`src/rtl/mem_access_stage_pkg.sv`:
```
// Shared definitions for the MEM-stage load/store unit: register names,
// memory funct3 encodings and the MEM-stage FSM state type.
package mem_access_stage_pkg;

    typedef logic [4:0] regName_t;

    // Load encodings. Stores reuse the same low bits for their width.
    typedef enum logic [2:0] {
        LB  = 3'b000,
        LH  = 3'b001,
        LW  = 3'b010,
        LBU = 3'b100,
        LHU = 3'b101
    } memFunct3_t;

    localparam memFunct3_t SB = LB;
    localparam memFunct3_t SH = LH;
    localparam memFunct3_t SW = LW;

    typedef enum logic [1:0] {
        IDLE        = 2'd0,
        WAIT_GNT    = 2'd1,
        WAIT_RVALID = 2'd2,
        DONE        = 2'd3
    } memState_t;

endpackage

```
`src/rtl/mem_access_stage_align.sv`:
```
// mem_lane_align: combinational byte-lane logic for the MEM stage.
// Builds store byte enables and lane-replicated write data, and extracts and
// zero/sign-extends load data from the returned word. Also flags accesses
// whose low address bits do not suit the access width.
module mem_lane_align
    import mem_access_stage_pkg::*;
(
    input  logic [2:0]  funct3,
    input  logic [1:0]  off,
    input  logic [31:0] store_data,
    input  logic [31:0] rdata,
    output logic [3:0]  be,
    output logic [31:0] wdata,
    output logic [31:0] load_data,
    output logic        misaligned
);

    memFunct3_t  f3;
    logic [7:0]  rbyte [4];
    logic [7:0]  sel_byte;
    logic [15:0] sel_half;

    assign f3 = memFunct3_t'(funct3);

    genvar gi;
    generate
        for (gi = 0; gi < 4; gi++) begin : g_lane
            assign rbyte[gi] = rdata[8*gi +: 8];
        end
    endgenerate

    assign sel_byte = rbyte[off];
    // Halfwords only ever use the upper or lower half; off[0] is ignored.
    assign sel_half = off[1] ? rdata[31:16] : rdata[15:0];

    // Width decode drives enables, write replication and load extension.
    always_comb begin
        be         = 4'hF;
        wdata      = store_data;
        load_data  = rdata;
        misaligned = 1'b0;
        case (f3)
            LB, LBU: begin
                be        = 4'b0001 << off;
                wdata     = {4{store_data[7:0]}};
                load_data = (f3 == LB) ? {{24{sel_byte[7]}}, sel_byte}
                                       : {24'b0, sel_byte};
            end
            LH, LHU: begin
                be         = 4'b0011 << {off[1], 1'b0};
                wdata      = {2{store_data[15:0]}};
                load_data  = (f3 == LH) ? {{16{sel_half[15]}}, sel_half}
                                        : {16'b0, sel_half};
                misaligned = off[0];
            end
            default: begin
                // Words (and unused encodings) always use all four lanes.
                be         = 4'hF;
                wdata      = store_data;
                load_data  = rdata;
                misaligned = |off;
            end
        endcase
    end

endmodule

```
`src/rtl/mem_access_stage.sv`:
```
// mem_access_stage: MEM-stage load/store unit between EX/MEM and MEM/WB.
// Issues one req/gnt/rvalid bus transaction per memory instruction, stalls the
// pipeline while it is in flight, and aborts after TIMEOUT_CYCLES without a
// response. Optional feature macro: MEM_MISALIGN_TRAP_EN (misaligned half/word
// accesses skip the bus and raise misalign_Out instead).
module mem_access_stage
    import mem_access_stage_pkg::*;
#(
    parameter int TIMEOUT_CYCLES = 64
) (
    input  logic        clk,
    input  logic        rstN,
    input  logic        memRead_In,
    input  logic        memWrite_In,
    input  logic [2:0]  funct3_In,
    input  logic [31:0] aluOut_In,
    input  logic [31:0] storeData_In,
    input  regName_t    rd_In,
    input  logic        regWrite_In,
    input  logic        memToReg_In,
    output logic        dmem_req,
    output logic        dmem_we,
    output logic [31:0] dmem_addr,
    output logic [3:0]  dmem_be,
    output logic [31:0] dmem_wdata,
    input  logic        dmem_gnt,
    input  logic        dmem_rvalid,
    input  logic [31:0] dmem_rdata,
    output logic        stallMem_Out,
    output logic [31:0] readD_Out,
    output logic [31:0] aluOut_Out,
    output regName_t    rd_Out,
    output logic        regWrite_Out,
    output logic        memToReg_Out,
    output logic        busErr_Out,
    output logic        misalign_Out
);

`ifdef MEM_MISALIGN_TRAP_EN
    localparam bit TRAP_EN = 1'b1;
`else
    localparam bit TRAP_EN = 1'b0;
`endif

    memState_t   state_reg, state_next;
    logic [7:0]  cnt_reg, cnt_next;
    logic [31:0] readD_reg, readD_next;
    logic        busErr_reg, busErr_next;
    logic        misalign_reg, misalign_next;

    logic        mem_op, is_store, in_gnt, tmo, trap;
    logic [3:0]  lane_be;
    logic [31:0] lane_wdata, lane_load;
    logic        lane_misaligned;

    mem_lane_align u_align (
        .funct3     (funct3_In),
        .off        (aluOut_In[1:0]),
        .store_data (storeData_In),
        .rdata      (dmem_rdata),
        .be         (lane_be),
        .wdata      (lane_wdata),
        .load_data  (lane_load),
        .misaligned (lane_misaligned)
    );

    // A request with both read and write set is handled as a load.
    assign mem_op   = memRead_In | memWrite_In;
    assign is_store = memWrite_In & ~memRead_In;
    assign in_gnt   = (state_reg == WAIT_GNT);
    assign tmo      = (cnt_reg == 8'(TIMEOUT_CYCLES - 1));
    assign trap     = TRAP_EN & lane_misaligned;

    // Bus outputs are only driven while a request is outstanding.
    assign dmem_req   = in_gnt;
    assign dmem_we    = in_gnt & is_store;
    assign dmem_addr  = in_gnt ? {aluOut_In[31:2], 2'b00} : 32'h0;
    assign dmem_be    = in_gnt ? lane_be : 4'h0;
    assign dmem_wdata = (in_gnt && is_store) ? lane_wdata : 32'h0;

    assign readD_Out    = readD_reg;
    assign aluOut_Out   = aluOut_In;
    assign rd_Out       = rd_In;
    assign memToReg_Out = memToReg_In;
    assign busErr_Out   = busErr_reg;
    assign misalign_Out = misalign_reg;
    // An aborted or trapped access must never write back.
    assign regWrite_Out = regWrite_In & ~(busErr_reg | misalign_reg);

    // State register and registered status/data.
    always_ff @(posedge clk or negedge rstN) begin
        if (!rstN) begin
            state_reg    <= IDLE;
            cnt_reg      <= 8'd0;
            readD_reg    <= 32'h0;
            busErr_reg   <= 1'b0;
            misalign_reg <= 1'b0;
        end else begin
            state_reg    <= state_next;
            cnt_reg      <= cnt_next;
            readD_reg    <= readD_next;
            busErr_reg   <= busErr_next;
            misalign_reg <= misalign_next;
        end
    end

    // Next-state, stall and capture logic; response wins over timeout.
    always_comb begin
        state_next    = state_reg;
        readD_next    = readD_reg;
        busErr_next   = 1'b0;
        misalign_next = 1'b0;
        stallMem_Out  = 1'b0;
        cnt_next      = 8'd0;
        case (state_reg)
            IDLE: begin
                readD_next = 32'h0;
                if (mem_op) begin
                    stallMem_Out = 1'b1;
                    if (trap) begin
                        state_next    = DONE;
                        misalign_next = 1'b1;
                    end else begin
                        state_next = WAIT_GNT;
                    end
                end
            end
            WAIT_GNT: begin
                stallMem_Out = 1'b1;
                if (dmem_gnt) begin
                    state_next = memRead_In ? WAIT_RVALID : DONE;
                end else if (tmo) begin
                    state_next  = DONE;
                    busErr_next = 1'b1;
                end
            end
            WAIT_RVALID: begin
                stallMem_Out = 1'b1;
                if (dmem_rvalid) begin
                    readD_next = lane_load;
                    state_next = DONE;
                end else if (tmo) begin
                    state_next  = DONE;
                    busErr_next = 1'b1;
                end
            end
            DONE: begin
                readD_next = 32'h0;
                state_next = IDLE;
            end
            default: begin
                state_next = IDLE;
            end
        endcase
        // Count cycles spent in a wait state; restart on every state entry.
        if (state_next == state_reg && (state_reg == WAIT_GNT || state_reg == WAIT_RVALID)) begin
            cnt_next = cnt_reg + 8'd1;
        end
    end

endmodule

```
`config.mk`:
```
export PLATFORM = sky130hd
export DESIGN_NAME = mem_access_stage
export DESIGN_NICKNAME = d
export VERILOG_FILES = /design/src/rtl/mem_access_stage_pkg.sv /design/src/rtl/mem_access_stage_align.sv /design/src/rtl/mem_access_stage.sv
export SDC_FILE = /design/constraint.sdc
export NUM_CORES = 1
export LEC_CHECK = 0
export CAP_MARGIN = 40
export CORE_UTILIZATION = 35
export CTS_BUF_LIST = sky130_fd_sc_hd__clkbuf_4 sky130_fd_sc_hd__clkbuf_8 sky130_fd_sc_hd__clkbuf_16
export DETAILED_ROUTE_END_ITERATION = 8
export GPL_TIMING_DRIVEN = 1
export PLACE_DENSITY = 0.8
export SETUP_SLACK_MARGIN = 0.15
export SLEW_MARGIN = 15
export SYNTH_ARGS = -nofsm -noshare
export SYNTH_HDL_FRONTEND = slang
export SYNTH_SLANG_ARGS = --single-unit
```
`constraint.sdc`:
```
create_clock -name clk -period 2.6 [get_ports clk]
set_input_delay 0.52 -clock clk [delete_from_list [all_inputs] [get_ports clk]]
set_output_delay 0.52 -clock clk [all_outputs]
set_load 0.02 [all_outputs]
```
Word-level counts from Yosys, hierarchy flattened. Index checks and enable logic that the tools add are counted.

Add/sub/neg operators: 1. Magnitude comparators: 1. Equality and inequality tests: 9. Shifts and indexed selects: 2. Muxes and demuxes: 27. Bitwise operators: 7. Reductions and logical operators: 11.

Operators with widths (number): case mux 32 bit (2 select lines) (3); two-way mux 32 bit (5); two-way mux 8 bit (3); binary-select mux 8 bit (select 2 bit) (1); two-way mux 16 bit (1); adder 8 x 1 -> 8 bit (second input constant) (1); == test 8 x 6 -> 1 bit (second input constant) (1); two-way mux 2 bit (4); case mux 2 bit (4 select lines) (1); case mux 4 bit (2 select lines) (1); OR reduction 2 bit (4); == test 3 bit (second input constant) (2); two-way mux 1 bit (5); == test 2 bit (second input constant) (2); two-way mux 4 bit (1); case mux 1 bit (2 select lines) (2); left shift 1 x 2 -> 4 bit (first input constant) (1); left shift 2 x 2 -> 4 bit (first input constant) (1); bitwise AND 1 bit (3); == test 3 x 1 -> 1 bit (second input constant) (1); greater-or-equal comparator 3 bit (second input constant) (1); logical NOT 3 bit (1); NOT 2 -> 3 bit (1); == test 2 x 1 -> 1 bit (second input constant) (1); other kinds (9) (11).

Flip-flop bits (word level): 43. Input port bits: 112. Output and inout port bits: 144. Word-level logic and storage cells: 62.

Logic depth before layout (Yosys ltp). Gate-level depths: netlist (run 1).

Depth after elaboration: 8. Gate-level depth with buffers: 9.

Hierarchy. Synthesis (run 1) repeated with hierarchy kept, for this count alone.

Cells, all modules: 518. Area, all modules: 4001.3 sq um.

By module, submodules not included: mem_access_stage (instances 1, cells an instance 329, area an instance 2766.4 sq um, sequential area each 1076.0 sq um); mem_lane_align (instances 1, cells an instance 189, area an instance 1234.9 sq um, sequential area each 0.0 sq um).

Least setup slack after synthesis (run 1). Ideal clock, no wire load.

Path kind: register to output. From: reg state_reg[1]. To: out dmem_wdata[12]. Arrival time: 2.070 ns. Setup slack: 0.010 ns. Cell stages (with the launch flop): 9. Path buffers: 3. Path through: dfrtp_1 > inv_1 > ha_1 > clkbuf_1 > nand2_1 > or2_1 > clkbuf_1 > clkbuf_1 > a21oi_1.

Longest elaborated chain between the ends: 3.

RTL lines: start: declaration (RTL line mem_access_stage.sv:45) `memState_t state_reg, state_next;`; start signal: assignment (RTL line mem_access_stage.sv:99) `state_reg <= state_next;`; == test 2 x 1 -> 1 bit (RTL line mem_access_stage.sv:70) `assign in_gnt = (state_reg == WAIT_GNT);`; named net dmem_req (RTL line mem_access_stage.sv:21) `output logic dmem_req,`; logical AND 1 bit (RTL line mem_access_stage.sv:79) `assign dmem_wdata = (in_gnt && is_store) ? lane_wdata : 32'h0;`; two-way mux 32 bit (RTL line mem_access_stage.sv:79); end: declaration (RTL line mem_access_stage.sv:25) `output logic [31:0] dmem_wdata,`.

The timed path passes the listed nets, and every way through them passes these cells.

Final worst setup path (run 1).
From: in aluOut_In[1]. To: reg readD_reg[19] (netlist: readD_Out[19]).

Longest elaborated chain between the ends: 8. Elaborated cells on any way between the ends: 10. Those cells by class: 9 x mux; 1 x bitwise.

RTL lines: start: declaration (RTL line mem_access_stage.sv:16) `input logic [31:0] aluOut_In,`; NOT 2 -> 3 bit (not written as such) (RTL line mem_access_stage_align.sv:32) `assign sel_byte = rbyte[off];`; binary-select mux 8 bit (select 2 bit) (RTL line mem_access_stage_align.sv:32); two-way mux 8 bit (not written as such) (2 in series) (RTL line mem_access_stage_align.sv:32); two-way mux 32 bit (RTL line mem_access_stage_align.sv:46) `load_data = (f3 == LB) ? {{24{sel_byte[7]}}, sel_byte}`; case mux 32 bit (2 select lines) * (RTL line mem_access_stage_align.sv:42) `case (f3)`; two-way mux 32 bit * (RTL line mem_access_stage.sv:139) `if (dmem_rvalid) begin`; case mux 32 bit (2 select lines) * (RTL line mem_access_stage.sv:115) `case (state_reg)`; end signal: assignment (RTL line mem_access_stage.sv:101) `readD_reg <= readD_next;`; end: declaration (RTL line mem_access_stage.sv:47) `logic [31:0] readD_reg, readD_next;`.

Mark *: on every way between the ends. The rest lies on a longest branch, timed or not. The select of a mux whose other input is x is not followed. A chain may end at the register's enable or synchronous reset.

==> results of run 1 <==
==> cells in the mapped netlist, types with 2 or more instances <==
master,number,share of area
dfrtp_1,43,0.31
buf_4,42,0.091
and2_1,39,0.070
nand2_1,37,0.040
nor2_1,37,0.040
a21oi_1,26,0.037
mux2i_1,24,0.069
o21ai_1,24,0.035
a221o_1,23,0.066
clkbuf_1,21,0.023
o21ai_0,18,0.026
inv_1,15,0.016
o22ai_1,8,0.014
a221oi_1,7,0.018
nor2_2,7,0.013
ha_1,6,0.022
buf_2,4,0.0058
nor2b_1,4,0.0072
xnor2_1,4,0.010
a211oi_1,3,0.0065
inv_2,3,0.0032
nand3_1,3,0.0043
or4_1,3,0.0065
buf_1,2,0.0022
nand2b_1,2,0.0036
nand3_2,2,0.0058
nor3_1,2,0.0029
o21a_1,2,0.0043
or2_1,2,0.0036
xor2_1,2,0.0050
==> layer usage <==
layer / vias up / GRT usage / routed length (um)
li1: 1873 / - / -
met1: 1889 / 0.282 / 4980
met2: 207 / 0.435 / 6670
met3: 34 / 0.0504 / 931
met4: 0 / 0.0948 / 404
met5: - / 0 / 0
==> final cells by class <==
type,count,area (um^2)
flip-flops and latches,43,1080
clock buffers,6,82.6
well taps,133,166
multi-input cells,300,1960
fillers,848,3850
repair buffers,273,2480
inverters,18,67.6
clock inverters,1,5.00
==> final timing paths <==
path	from	to	slack, ns	depth (start not counted)
setup / recovery	aluOut_In[1]	readD_Out[19]	0.22	6
hold / removal	rstN	readD_Out[13]	0.14	1
setup reg to reg	state_reg[0]	cnt_reg[2]	0.28	8
hold reg to reg	cnt_reg[0]	cnt_reg[0]	0.48	1
max in group asynchronous	rstN	readD_Out[5]	1.98	2
min in group clk	cnt_reg[0]	cnt_reg[0]	0.48	1
==> critical path, cell delays in order <==
cell and delay (ns):
clkdlybuf4s50_1 0.62, mux4_2 0.58, a21oi_1 0.28, nor4_4 0.08
buf_4 0.19, a221o_1 0.28
==> through the flow <==
stage	instance area [um^2]	util	TNS (ns)	setup slack (ns)	total power, mW
3_5_place_dp	5910	0.611	-8.80	-0.289	3.46
5_1_grt	5840	0.603	0	0.156	3.97
2_1_floorplan	3520	-	0	0.124	2.34
6_report	5840	0.603	0	0.223	3.74
4_1_cts	5990	0.618	0	0.0533	3.76
3_3_place_gp	5890	0.608	-7.08	-0.241	3.41
==> power by group <==
part / switching [mW] / internal [mW] / total, mW
registers: 0.0832 / 0.784 / 0.867
clock network: 0.218 / 0.208 / 0.426
logic: 1.39 / 1.06 / 2.45
total: 1.69 / 2.05 / 3.74
==> cell families (layout without fill, tap and decap cells) <==
| group | Yosys count | after routing | synth area share |
|---|---|---|---|
| xor+xnor | 6 | 6 | 0.0151 |
| fa+ha+maj | 6 | 6 | 0.0216 |
| mux | 25 | 25 | 0.0756 |
| compound gates | 116 | 116 | 0.219 |
| other cells | 1 | 3 | 0.00108 |
| simple gates | 144 | 144 | 0.214 |
| flops | 43 | 43 | 0.309 |
| buf+inv | 88 | 298 | 0.144 |
==> impl_results.md, run 1 <==
* WS Path Type: in -> reg
* Die height at 102 um
* CTS Buffer Depth at 2
* Sequential fraction of the synthesis area at 0.309
* Final critical-path required period at 2.38 ns
* Final Max Tran Viols at 0
* Largest net degree at the start of global routing at 39
* Most frequent cells in the layout: 168 x clkdlybuf4s50_1, 43 x dfrtp_1, 39 x and2_1
* Max-cap viol count at 0
* P_leak at 2.66 nW
* Area of the die at 0.0103 mm^2
* # rows at 36
* Setup bufs post-CTS at 0
* Endpoints failing setup at 0
* Worst Setup Start Kind: input port
* Clock latency on the worst-skew pair at 0.30 ns
* Core area at 0.00968 mm^2
* Post-synth cell types at 44
* Final antenna-violating net count at 0
* Initial antenna violation count at 0
* Post-synth ARST share at 1.00
* Required time of the critical path at 2.78 ns
* Non-Filler Instances at 774
* First-pass GRT wire length at 19,300 um
* Count of final hold-check violations at 0
* Worst-path clk slew at 0.08 ns
* Layout area overhead at 67.8%
* Clock root cell: clkbuf_8
* Post-route DRC at 0
* Status: finished, final reports clean
* Via/cell ratio at 5.17
* Hold Crit Class: in -> async
* Antenna cell count at 0
* CTS buffer count at 5
* Layout cell share with drive strength beyond 1 at 0.168
* Gpl congestion at 0.901
* Post-synth EDFFs at 0
* Critical Path AT at 2.55 ns
* PD cells at 641 mW/mm^2
* Skew final at 0.00746 ns
* CTS resizes at 114
* Mapped Area at 0.00348 mm^2
* WHS at 0.136 ns
* Avg WL per Cell at 16.8 um
* Commonest non-fill, non-tap cell in the layout: clkdlybuf4s50_1
* Initial core utilization at 0.359
* Synth Flop Type: dfrtp_1
* Vias in the first global route at 3,857
* Unrepaired setup endpoints after global routing: yes
* DRT Pass-1 Iters at 5
* Ys Warns at 0
* Max reg flops at 32
* Worst vdd ir at 0.304 mV
* Via count at 4,003
* Chip width at 102 um
* I/O pin count at 256
* Mean Syn Cell Area at 8.11 um^2
* Post-detail-place hpwl at 10,600 um
* CTS tree: yes
* GR Overflow Total at 0
* Total GRT Usage at 0.243
* Synth Register Bits at 43
* # placed instances at 767
* Highest clock rate at 421 MHz
* Period utilisation layout at 0.914
* 1st-iter DRT viols at 172
* I/O Buffers at 240
* Crit path capture type: register
* # hold bufs at CTS at 0
* CTS sink count at 43
* Post-Syn Instances at 429
* Max FO, Critical Path at 16
* Final wirelength at 13,000 um
* Nets at 759
* Clock H-tree levels at 2
Power figures use the tool's default switching activity.
==> run 2, diff against run 1 <==
--- a/config.mk
+++ b/config.mk
@@ -12,6 +12,7 @@
 export GPL_TIMING_DRIVEN = 1
 export PLACE_DENSITY = 0.8
 export SETUP_SLACK_MARGIN = 0.15
+export SKIP_LAST_GASP = 1
 export SLEW_MARGIN = 15
 export SYNTH_ARGS = -nofsm -noshare
 export SYNTH_HDL_FRONTEND = slang
==> results of run 2 <==
The final DEF is identical to that of run 1; final timing and power are the same.
